===== src/rtl/alarm_pkg.sv =====
// Shared types and constants for the alarm trigger block.
package alarm_pkg;

  // Alarm controller states; ringing/snoozed outputs decode directly from these.
  typedef enum logic [1:0] {
    IDLE    = 2'd0,
    RINGING = 2'd1,
    SNOOZED = 2'd2
  } alarm_state_t;

  // Legal ranges of the binary time-of-day fields.
  localparam logic [7:0] HOURS_MAX = 8'd23;
  localparam logic [7:0] MINS_MAX  = 8'd59;
  localparam logic [7:0] SECS_MAX  = 8'd59;

  // True when the alarm time and the current time agree on all three fields.
  function automatic logic time_eq(
    input logic [7:0] a_hour,
    input logic [7:0] a_minute,
    input logic [7:0] a_second,
    input logic [7:0] c_hour,
    input logic [7:0] c_minute,
    input logic [7:0] c_second
  );
    return (a_hour == c_hour) && (a_minute == c_minute) && (a_second == c_second);
  endfunction

endpackage


===== src/rtl/alarm_trigger_if.sv =====
// Alarm-time interface: alarm settings and running time-of-day fed to the trigger.
interface alarm_trigger_if;
  import alarm_pkg::*;

  logic       mode;
  logic       alarm_enable;
  logic [7:0] alarm_hour;
  logic [7:0] alarm_minute;
  logic [7:0] alarm_second;
  logic [7:0] cur_hour;
  logic [7:0] cur_minute;
  logic [7:0] cur_second;

  // Settings block and time counter drive the fields.
  modport master (
    output mode, alarm_enable,
    output alarm_hour, alarm_minute, alarm_second,
    output cur_hour, cur_minute, cur_second
  );

  // The alarm trigger only observes them.
  modport slave (
    input mode, alarm_enable,
    input alarm_hour, alarm_minute, alarm_second,
    input cur_hour, cur_minute, cur_second
  );
endinterface


===== src/rtl/alarm_trigger_button_edge.sv =====
// Push-button conditioning: two-flop synchroniser followed by a falling-edge
// detector. A press is seen as a one-cycle pulse that is sampled on the third
// rising clock edge after the pin goes low; a held button gives one pulse.
module button_edge
  import alarm_pkg::*;
(
  input  logic clk,
  input  logic rst,
  input  logic btn_n,
  output logic press
);

  logic sync1_r;
  logic sync2_r;
  logic prev_r;

  // Synchronise the asynchronous pin and keep one delayed copy for edge detect.
  always_ff @(posedge clk or posedge rst) begin
    if (rst) begin
      sync1_r <= 1'b1;
      sync2_r <= 1'b1;
      prev_r  <= 1'b1;
    end else begin
      sync1_r <= btn_n;
      sync2_r <= sync1_r;
      prev_r  <= sync2_r;
    end
  end

  assign press = prev_r & ~sync2_r;

endmodule


===== src/rtl/alarm_trigger.sv =====
// Alarm trigger: detects the alarm time, rings the buzzer, handles stop and
// snooze buttons, and auto-stops unanswered alarms (flagging them as missed).
module alarm_trigger
  import alarm_pkg::*;
#(
  parameter int TONE_DIV       = 25000,
  parameter int RING_SECONDS   = 60,
  parameter int SNOOZE_SECONDS = 300,
  parameter int MAX_SNOOZE     = 3
) (
  input  logic            clk,
  input  logic            rst,
  alarm_trigger_if.slave  tif,
  input  logic            stop_n,
  input  logic            snooze_n,
  output logic            ringing,
  output logic            snoozed,
  output logic            buzzer,
  output logic            missed
);

  localparam int                USED_W    = $clog2(MAX_SNOOZE + 1);
  localparam logic [15:0]       RING_LAST = 16'(RING_SECONDS - 1);
  localparam logic [15:0]       SNZ_LAST  = 16'(SNOOZE_SECONDS - 1);
  localparam logic [31:0]       TONE_LAST = 32'(TONE_DIV - 1);
  localparam logic [USED_W-1:0] SNZ_LIMIT = USED_W'(MAX_SNOOZE);
  localparam logic [USED_W-1:0] USED_ONE  = USED_W'(1);

  alarm_state_t      state_r;
  logic              match_s;
  logic              match_q_r;
  logic              trigger_s;
  logic [7:0]        sec_q_r;
  logic              sec_valid_r;
  logic              sec_tick_s;
  logic              stop_press_s;
  logic              snooze_press_s;
  logic [15:0]       ring_cnt_r;
  logic [15:0]       snz_cnt_r;
  logic [31:0]       tone_cnt_r;
  logic              tone_r;
  logic [USED_W-1:0] used_r;
  logic              missed_r;

  button_edge u_stop_btn (
    .clk   (clk),
    .rst   (rst),
    .btn_n (stop_n),
    .press (stop_press_s)
  );

  button_edge u_snooze_btn (
    .clk   (clk),
    .rst   (rst),
    .btn_n (snooze_n),
    .press (snooze_press_s)
  );

  // Match, rising-edge trigger and one-second tick decode.
  always_comb begin
    match_s = 1'b0;
    if (tif.alarm_enable && !tif.mode) begin
      match_s = time_eq(tif.alarm_hour, tif.alarm_minute, tif.alarm_second,
                        tif.cur_hour, tif.cur_minute, tif.cur_second);
    end else begin
      match_s = 1'b0;
    end
    trigger_s  = match_s & ~match_q_r;
    sec_tick_s = sec_valid_r & (tif.cur_second != sec_q_r);
  end

  // History of match and seconds; match_q starts high so a match present at
  // reset release is not treated as a new alarm, and the first cycle never ticks.
  always_ff @(posedge clk or posedge rst) begin
    if (rst) begin
      match_q_r   <= 1'b1;
      sec_q_r     <= 8'd0;
      sec_valid_r <= 1'b0;
    end else begin
      match_q_r   <= match_s;
      sec_q_r     <= tif.cur_second;
      sec_valid_r <= 1'b1;
    end
  end

  // Alarm FSM with ring/snooze/tone counters; priority is
  // disable > stop > snooze > timeout/expiry > tick.
  always_ff @(posedge clk or posedge rst) begin
    if (rst) begin
      state_r    <= IDLE;
      ring_cnt_r <= 16'd0;
      snz_cnt_r  <= 16'd0;
      tone_cnt_r <= 32'd0;
      tone_r     <= 1'b0;
      used_r     <= {USED_W{1'b0}};
      missed_r   <= 1'b0;
    end else begin
      case (state_r)
        IDLE: begin
          if (trigger_s) begin
            state_r    <= RINGING;
            ring_cnt_r <= 16'd0;
            used_r     <= {USED_W{1'b0}};
            missed_r   <= 1'b0;
          end else if (stop_press_s) begin
            missed_r   <= 1'b0;
          end
        end

        RINGING: begin
          // Tone generator runs while ringing; leaving clears it below.
          if (tone_cnt_r == TONE_LAST) begin
            tone_cnt_r <= 32'd0;
            tone_r     <= ~tone_r;
          end else begin
            tone_cnt_r <= tone_cnt_r + 32'd1;
          end

          if (!tif.alarm_enable || stop_press_s) begin
            state_r    <= IDLE;
            tone_cnt_r <= 32'd0;
            tone_r     <= 1'b0;
          end else if (snooze_press_s) begin
            if (used_r < SNZ_LIMIT) begin
              state_r   <= SNOOZED;
              snz_cnt_r <= 16'd0;
              used_r    <= used_r + USED_ONE;
            end else begin
              state_r   <= IDLE;
            end
            tone_cnt_r <= 32'd0;
            tone_r     <= 1'b0;
          end else if (sec_tick_s) begin
            if (ring_cnt_r == RING_LAST) begin
              state_r    <= IDLE;
              missed_r   <= 1'b1;
              tone_cnt_r <= 32'd0;
              tone_r     <= 1'b0;
            end else begin
              ring_cnt_r <= ring_cnt_r + 16'd1;
            end
          end
        end

        SNOOZED: begin
          if (!tif.alarm_enable || stop_press_s) begin
            state_r <= IDLE;
          end else if (sec_tick_s) begin
            if (snz_cnt_r == SNZ_LAST) begin
              state_r    <= RINGING;
              ring_cnt_r <= 16'd0;
            end else begin
              snz_cnt_r  <= snz_cnt_r + 16'd1;
            end
          end
        end

        default: begin
          state_r    <= IDLE;
          tone_cnt_r <= 32'd0;
          tone_r     <= 1'b0;
        end
      endcase
    end
  end

  assign ringing = (state_r == RINGING);
  assign snoozed = (state_r == SNOOZED);
  assign missed  = missed_r;
  // Beep on even seconds only: 1 s tone, 1 s silence.
  assign buzzer  = tone_r & ~tif.cur_second[0];

endmodule


===== src/flat_wrapper.sv =====
// flat-port wrapper written by rule: the top's interface ports become plain ports
module alarm_trigger_flat import alarm_pkg::*;
#(
  parameter int TONE_DIV       = 25000,
  parameter int RING_SECONDS   = 60,
  parameter int SNOOZE_SECONDS = 300,
  parameter int MAX_SNOOZE     = 3
)
  (clk, rst, stop_n, snooze_n, ringing, snoozed, buzzer, missed, tif_mode, tif_alarm_enable, tif_alarm_hour, tif_alarm_minute, tif_alarm_second, tif_cur_hour, tif_cur_minute, tif_cur_second);
  alarm_trigger_if tif_i ();
  input  logic clk;
  input  logic rst;
  input  logic stop_n;
  input  logic snooze_n;
  output logic ringing;
  output logic snoozed;
  output logic buzzer;
  output logic missed;
  input wire logic [$bits(tif_i.mode)-1:0] tif_mode;
  input wire logic [$bits(tif_i.alarm_enable)-1:0] tif_alarm_enable;
  input wire logic [$bits(tif_i.alarm_hour)-1:0] tif_alarm_hour;
  input wire logic [$bits(tif_i.alarm_minute)-1:0] tif_alarm_minute;
  input wire logic [$bits(tif_i.alarm_second)-1:0] tif_alarm_second;
  input wire logic [$bits(tif_i.cur_hour)-1:0] tif_cur_hour;
  input wire logic [$bits(tif_i.cur_minute)-1:0] tif_cur_minute;
  input wire logic [$bits(tif_i.cur_second)-1:0] tif_cur_second;
  assign tif_i.mode = tif_mode;
  assign tif_i.alarm_enable = tif_alarm_enable;
  assign tif_i.alarm_hour = tif_alarm_hour;
  assign tif_i.alarm_minute = tif_alarm_minute;
  assign tif_i.alarm_second = tif_alarm_second;
  assign tif_i.cur_hour = tif_cur_hour;
  assign tif_i.cur_minute = tif_cur_minute;
  assign tif_i.cur_second = tif_cur_second;
  alarm_trigger #(.TONE_DIV(TONE_DIV), .RING_SECONDS(RING_SECONDS), .SNOOZE_SECONDS(SNOOZE_SECONDS), .MAX_SNOOZE(MAX_SNOOZE)) u_core (.clk(clk), .rst(rst), .tif(tif_i), .stop_n(stop_n), .snooze_n(snooze_n), .ringing(ringing), .snoozed(snoozed), .buzzer(buzzer), .missed(missed));
endmodule

===== config.mk =====
export PLATFORM = sky130hd
export DESIGN_NAME = alarm_trigger_flat
export DESIGN_NICKNAME = d
export VERILOG_FILES = /design/src/rtl/alarm_pkg.sv /design/src/rtl/alarm_trigger_if.sv /design/src/rtl/alarm_trigger_button_edge.sv /design/src/rtl/alarm_trigger.sv /design/src/flat_wrapper.sv
export SDC_FILE = /design/constraint.sdc
export NUM_CORES = 1
export LEC_CHECK = 0
export CORE_AREA = 4 4 81 120
export CTS_BUF_LIST = sky130_fd_sc_hd__clkbuf_4
export DETAILED_ROUTE_END_ITERATION = 10
export DIE_AREA = 0 0 85 124
export PLACE_DENSITY = 0.81
export SETUP_SLACK_MARGIN = 0.3
export SYNTH_ARGS = -nofsm -noshare
export SYNTH_HDL_FRONTEND = slang
export SYNTH_HIERARCHICAL = 1
export SYNTH_SLANG_ARGS = --single-unit

===== constraint.sdc =====
create_clock -name clk -period 2.65 [get_ports clk]
set_input_delay 0.3975 -clock clk [delete_from_list [all_inputs] [get_ports clk]]
set_output_delay 0.3975 -clock clk [all_outputs]
set_load 0.005 [all_outputs]

==> metrics.csv, run 1 <==
metric,value,unit
synth.top_cells.by_area,"dfrtp_1 40%, xor2_1 5.1%, dfstp_2 3.7%, nand2_1 3.2%, xnor2_1 3.0%",
syn-cell-area,4930,µm²
io_pins,58,
min_from,snooze_n,
endpoint_kind,register,
num_antenna_cells,0,
switchingPower,1020,µW
irDropWorstVdd,0.440,mV
p_leak,0.00261,µW
min_path_cells,1,
start_util,56.2,%
final_cell_mix,"78 x dfrtp_1, 57 x clkdlybuf4s50_1, 41 x nand2_1, 37 x nor2_1, 34 x buf_4",
regToRegEndpoint,u_core/tone_cnt_r[17],
drv_slew,0,
p_int,2140,µW
yosysTopAreaCell,dfrtp_1,
drive_gt1_share,15.8,%
timing.max_cap.violations,0,
rr_worst_depth,9,
p_seq_share,48.5,%
multi_input_area,2690,µm²
dieArea,10500,µm²
final_common_cell,dfrtp_1,
postSynthAreaPerCell,9.56,µm²
final_cell_area,6080,µm²
antenna_found_initial,0,
grt_pass1_vias,4466,
async_flop_share,100,%
fin_nets,665,
dpl.hpwl,8.88,mm
status,"complete, no violations",
cts_tree,yes,
wl,12.3,mm
synth_top_area_share,40.1,%
viasPerCell,6.11,
cts.sinks,86,
synth_nets,574,
final_util,69.3,%
timing.fmax,0.436,GHz
rsz0062_at_grt,true,
drc,0,
cts_buffer_depth,2,
grt-ovfl-total,0,
synth_edf_count,0,
yosysWarnings,6,
critPathMaxFanout,6,
insertion_delay,0.45,ns
crit_start,tif_cur_second[5],
fill_cells,674,
powerDensity,520,nW/µm²
rrSetupSlack,0.37,ns
grt_max_degree,81,
hold_violations,0,
reg2reg_from,u_core/tone_cnt_r[1],
synthCells,516,
finClkSkew,0.0160,ns
dr.pass1.iters,7,
wire_per_inst,17.0,µm
clockRootBuffer,clkbuf_4,
die_w,85,µm
synthFlopType,dfrtp_1,
area_growth,23.2,%
rows,42,
p_comb_share,28.4,%
ys_seq_elements,86,
fin_crit,2.29,ns
cp.arrival,2.63,ns
power,3160,µW
hold_path_class,in -> reg,
swShare,32.3,%
yosysSeqAreaShare,43.8,%
drt_iter0_drc,309,
fp.dieH,124,µm
grt.total_usage,24.4,%
htree_levels,3,
crit_path_end,u_core/ring_cnt_r[2],
worst-setup-path-type,in -> reg,
cts.reportedPaths.clkPinSlew,0.12,ns
whs,0.358,ns
io_buffers,57,
cts_made_buffers,9,
fin_crit_sh,86.5,%
netlist-cell-type-count,68,
seq_area,2160,µm²
design.core.area,8780,µm²
ant_nets,0,
grt_pass1_wl,20.6,mm
setup_viol_count_final,0,
required,2.99,ns
vias,4410,
dpl_cell_area,5780,µm²
power_frac_clock,23.1,%
gp_congestion,0.922,
startpoint_type,input pin,
==> synth_stat cells, types with 9 or more instances <==
cell type  instances
o31ai_1            9
o21ai_0           13
clkbuf_1          10
nand4_1           13
dfrtp_1           79
nor3_1            17
o21ai_1           22
nor4_1            22
nand2_1           42
xor2_1            29
nor2_1            37
a21o_1            13
and3_1            12
a21oi_1           13
xnor2_1           17
inv_1             13
nand3_1           27
==> cells by family (layout without fill, tap and decap cells) <==
group	after synthesis	after routing	share of synthesized area, %
compound gates	119	120	17.5
xor+xnor	46	46	8.17
fa+ha+maj	4	4	1.01
buf+inv	31	126	3.09
flops	86	86	43.8
mux	6	6	1.27
other cells	1	1	0.0760
simple gates	223	223	25.1
==> per-layer routing <==
metal / vias to the layer above / wire [µm] / global-route usage [%]
li1: 2093 / - / -
met1: 2176 / 4600 / 26.1
met2: 113 / 6920 / 46.2
met3: 28 / 426 / 4.63
met4: 0 / 314 / 10.3
met5: - / 0 / 0
==> area by class of cell <==
type	count	area share, %
Inverter	14	0.926
Timing Repair Buffer	96	14.9
Multi-Input combinational cell	400	44.2
Clock buffer	10	1.24
Sequential cell	86	35.6
Clock inverter	6	0.865
Tap cell	110	2.26
==> metrics by stage <==
step | std cells | setup TNS [ns] | setup slack (ns)
3_3_place_gp | 696 | -2.07 | -0.187
2_1_floorplan | 516 | 0 | 0.388
3_5_place_dp | 696 | -2.48 | -0.211
6_report | 722 | 0 | 0.358
4_1_cts | 718 | 0 | 0.317
5_1_grt | 722 | 0 | 0.284
==> worst max-delay path: stages <==
cell and delay [ns]:
clkdlybuf4s50_1 0.44, xor2_1 0.17, nor4_1 0.32, nand4_1 0.25, o41ai_4 0.38, buf_4 0.19
o211ai_4 0.11, a221o_1 0.37
==> worst min path at each step <==
stage	to	slack, ns
after global placement	u_core/u_snooze_btn/sync2_r	0.35
after detailed placement	u_core/u_stop_btn/sync2_r	0.35
final	u_core/u_snooze_btn/sync1_r	0.36
after global routing	u_core/u_stop_btn/sync1_r	0.32
after floorplan	u_core/u_snooze_btn/prev_r	0.33
after CTS	u_core/u_snooze_btn/sync1_r	0.32
==> state kept, by name, summed over array words and instances (netlist names) <==
register,cells
u_core/match_q_r,1
u_core/missed,1
u_core/ring_cnt_r,16
u_core/sec_q_r,8
u_core/sec_valid_r,1
u_core/snz_cnt_r,16
u_core/state_r,2
u_core/tone_cnt_r,32
u_core/tone_r,1
u_core/u_snooze_btn/prev_r,1
u_core/u_snooze_btn/sync1_r,1
u_core/u_snooze_btn/sync2_r,1
u_core/u_stop_btn/prev_r,1
u_core/u_stop_btn/sync1_r,1
u_core/u_stop_btn/sync2_r,1
u_core/used_r,2
==> power by group through the flow <==
stage	clock network (µW)	logic, µW	registers [µW]
floorplan	0	501	1530
global placement	0	745	1550
detailed placement	0	781	1560
CTS	758	851	1530
global route	812	982	1550
finish	730	898	1530
==> what timing repair did <==
item / 4_1_cts / 5_1_grt
hold buffers: 0 / 0
gates resized for setup: 3 / 12
setup endpoints to repair: 20 / 36
setup buffers: 6 / 3
pin swaps: 1 / 3
cloned: 0 / 1
No activity file was read; power rests on OpenSTA's default activity.
==> run 2, diff against run 1 <==
Settings changed: SETUP_SLACK_MARGIN 0.3 to default.
==> run 2 against run 1 <==
Power shrank 5.5%. Worst setup slack worse by 0.18 ns. Critical path depth stayed put. Clock skew increased by 0.0079 ns. Routed wire length decreased by 0.73%. Hold slack got worse by 0.045 ns. Core utilization down 1.6 points. Register-to-register slack got worse by 0.19 ns. Sequential power about the same. Highest routed layer unchanged.
==> metrics.csv, run 2 (synthesized netlist as in run 1, its figures left out) <==
metric,value,unit
fin_crit,2.47,ns
fin_crit_sh,93.3,%
gr-usage-met1,25.5,%
vias,4429,
critPathTopFamily,simple AND/OR/NAND/NOR gates,
fp.dieH,124,µm
drc,0,
timing.fmax,0.405,GHz
met2_usage,45.4,%
final_cell_mix,"79 x dfrtp_1, 57 x clkdlybuf4s50_1, 42 x nand2_1, 37 x nor2_1, 34 x buf_4",
grt-ovfl-total,0,
rrSetupSlack,0.18,ns
critPathMaxFanout,20,
io_pins,58,
busiest_layer,met2,
irDropWorstVdd,0.579,mV
dpl_cell_area,5810,µm²
drv_slew,0,
io_buffers,57,
final_cell_area,5940,µm²
area_growth,20.4,%
final_common_cell,dfrtp_1,
worst-setup-path-type,reg -> reg,
drt_iter0_drc,298,
cts_tree,yes,
path_buf_inv,1,
grt_pass1_wl,20.1,mm
slew_headroom,63.3,%
cp.arrival,2.79,ns
design.core.area,8780,µm²
grt.total_usage,24.0,%
viasPerCell,6.17,
hold_violations,0,
die_w,85,µm
crit_path_top_delay_cell,or4_4,
p_leak,0.00258,µW
rsz0062_at_grt,false,
dr.pass1.iters,5,
reg.largest.list,"u_core/tone_cnt_r x32, u_core/ring_cnt_r x16, u_core/snz_cnt_r x16",
rows,42,
insertion_delay,0.44,ns
powerDensity,503,nW/µm²
required,2.97,ns
ant_nets,0,
htree_levels,3,
dieArea,10500,µm²
tightestPinTransition,0.543,ns
grt_max_degree,27,
regToRegEndpoint,u_core/tone_cnt_r[20],
worstPathCellList,"ha_2, nand2_1, or4_4, o31ai_4, or2_4, buf_4, o21ai_1, a21o_1",
startpoint_type,register,
clockRootBuffer,clkbuf_4,
cts_buffer_depth,2,
tns,0,ns
drive_gt1_share,14.0,%
antenna_found_initial,1,
rr_worst_depth,8,
endpoint_kind,register,
fill_cells,681,
cts.reportedPaths.clkPinSlew,0.13,ns
wire_per_inst,17.0,µm
grt_pass1_vias,4363,
cts_made_buffers,9,
setup_viol_count_final,0,
largest_reg_flops,32,
timing.max_cap.violations,0,
cpPeakStageDelay,0.56,ns
fin_nets,660,
dpl.hpwl,9.25,mm
place_ws,-0.326,ns
reg2reg_from,u_core/tone_cnt_r[1],
finClkSkew,0.0239,ns
hold_path_class,in -> async,
start_util,56.2,%
status,"complete, no violations",
use_met3,5.16,%
regMostFlops,u_core/tone_cnt_r,
gp_congestion,0.940,
setup_slack,0.179,ns
cts.sinks,86,
wl,12.2,mm
-- run 2: worst register-to-register path, cell delays in order (launching register included) --
cell and delay, ns:
dfrtp_1 0.43, ha_2 0.24, nand2_1 0.11, or4_4 0.56, o31ai_4 0.27, or2_4 0.31, buf_4 0.18, o21ai_1 0.07
a21o_1 0.19
-- run 2: worst max-delay path by stage --
| stage | start | endpoint | slack (ns) | cells after the start |
|---|---|---|---|---|
| detailed placement | tif_cur_second[5] | u_core/ring_cnt_r[2] | -0.33 | 7 |
| global placement | tif_cur_second[5] | u_core/ring_cnt_r[2] | -0.20 | 7 |
| CTS | u_core/tone_cnt_r[0] | u_core/tone_cnt_r[20] | 0.13 | 8 |
| floorplan | rst | u_core/missed | 0.20 | 1 |
| global route | u_core/tone_cnt_r[1] | u_core/tone_cnt_r[21] | 0.03 | 9 |
| finish | u_core/tone_cnt_r[1] | u_core/tone_cnt_r[20] | 0.18 | 8 |
-- run 2: repair_timing --
action | CTS | global route
hold endpoints to repair | 0 | 0
hold buffers | 0 | 0
buffers inserted | 0 | 1
setup endpoints to repair | 0 | 9
gates resized for setup | 0 | 2
-- run 2: report_power, final --
group	internal (µW)	switching, µW
sequential	1420	121
clock	217	420
combinational	377	433
-- run 2: layout make-up --
cell class | count | area (µm²) | share of cell area [%]
diodes | 1 | 2.50 | 0.0421
clock buffers | 12 | 90.1 | 1.52
clock inverters | 4 | 17.5 | 0.295
inverters | 14 | 52.6 | 0.885
multi-input cells | 399 | 2630 | 44.3
flip-flops and latches | 86 | 2160 | 36.4
well taps | 110 | 138 | 2.32
repair buffers | 92 | 846 | 14.2
-- run 2: per-stage QoR --
stage | cells | power [µW] | util (%) | hold WS (ns)
after global placement | 700 | 2310 | 66.2 | 0.347
after global routing | 718 | 3170 | 67.7 | 0.322
after floorplan | 516 | 2040 | - | 0.331
final | 718 | 2990 | 67.7 | 0.313
after detailed placement | 700 | 2340 | 66.2 | 0.347
after CTS | 716 | 2980 | 67.4 | 0.294
-- run 2: per-layer routing --
layer  vias up  part of all wire [%]
li1       2081                     -
met1      2177                    37
met2       137                    56
met3        34                   4.0
met4         0                   3.0
met5         -                     0
==> run 3, diff against run 2 <==
Settings changed: CTS_CLUSTER_SIZE from default to 10, SLEW_MARGIN from default to 10.
==> results of run 3 <==
The final DEF is identical to that of run 2; final timing and power are the same.
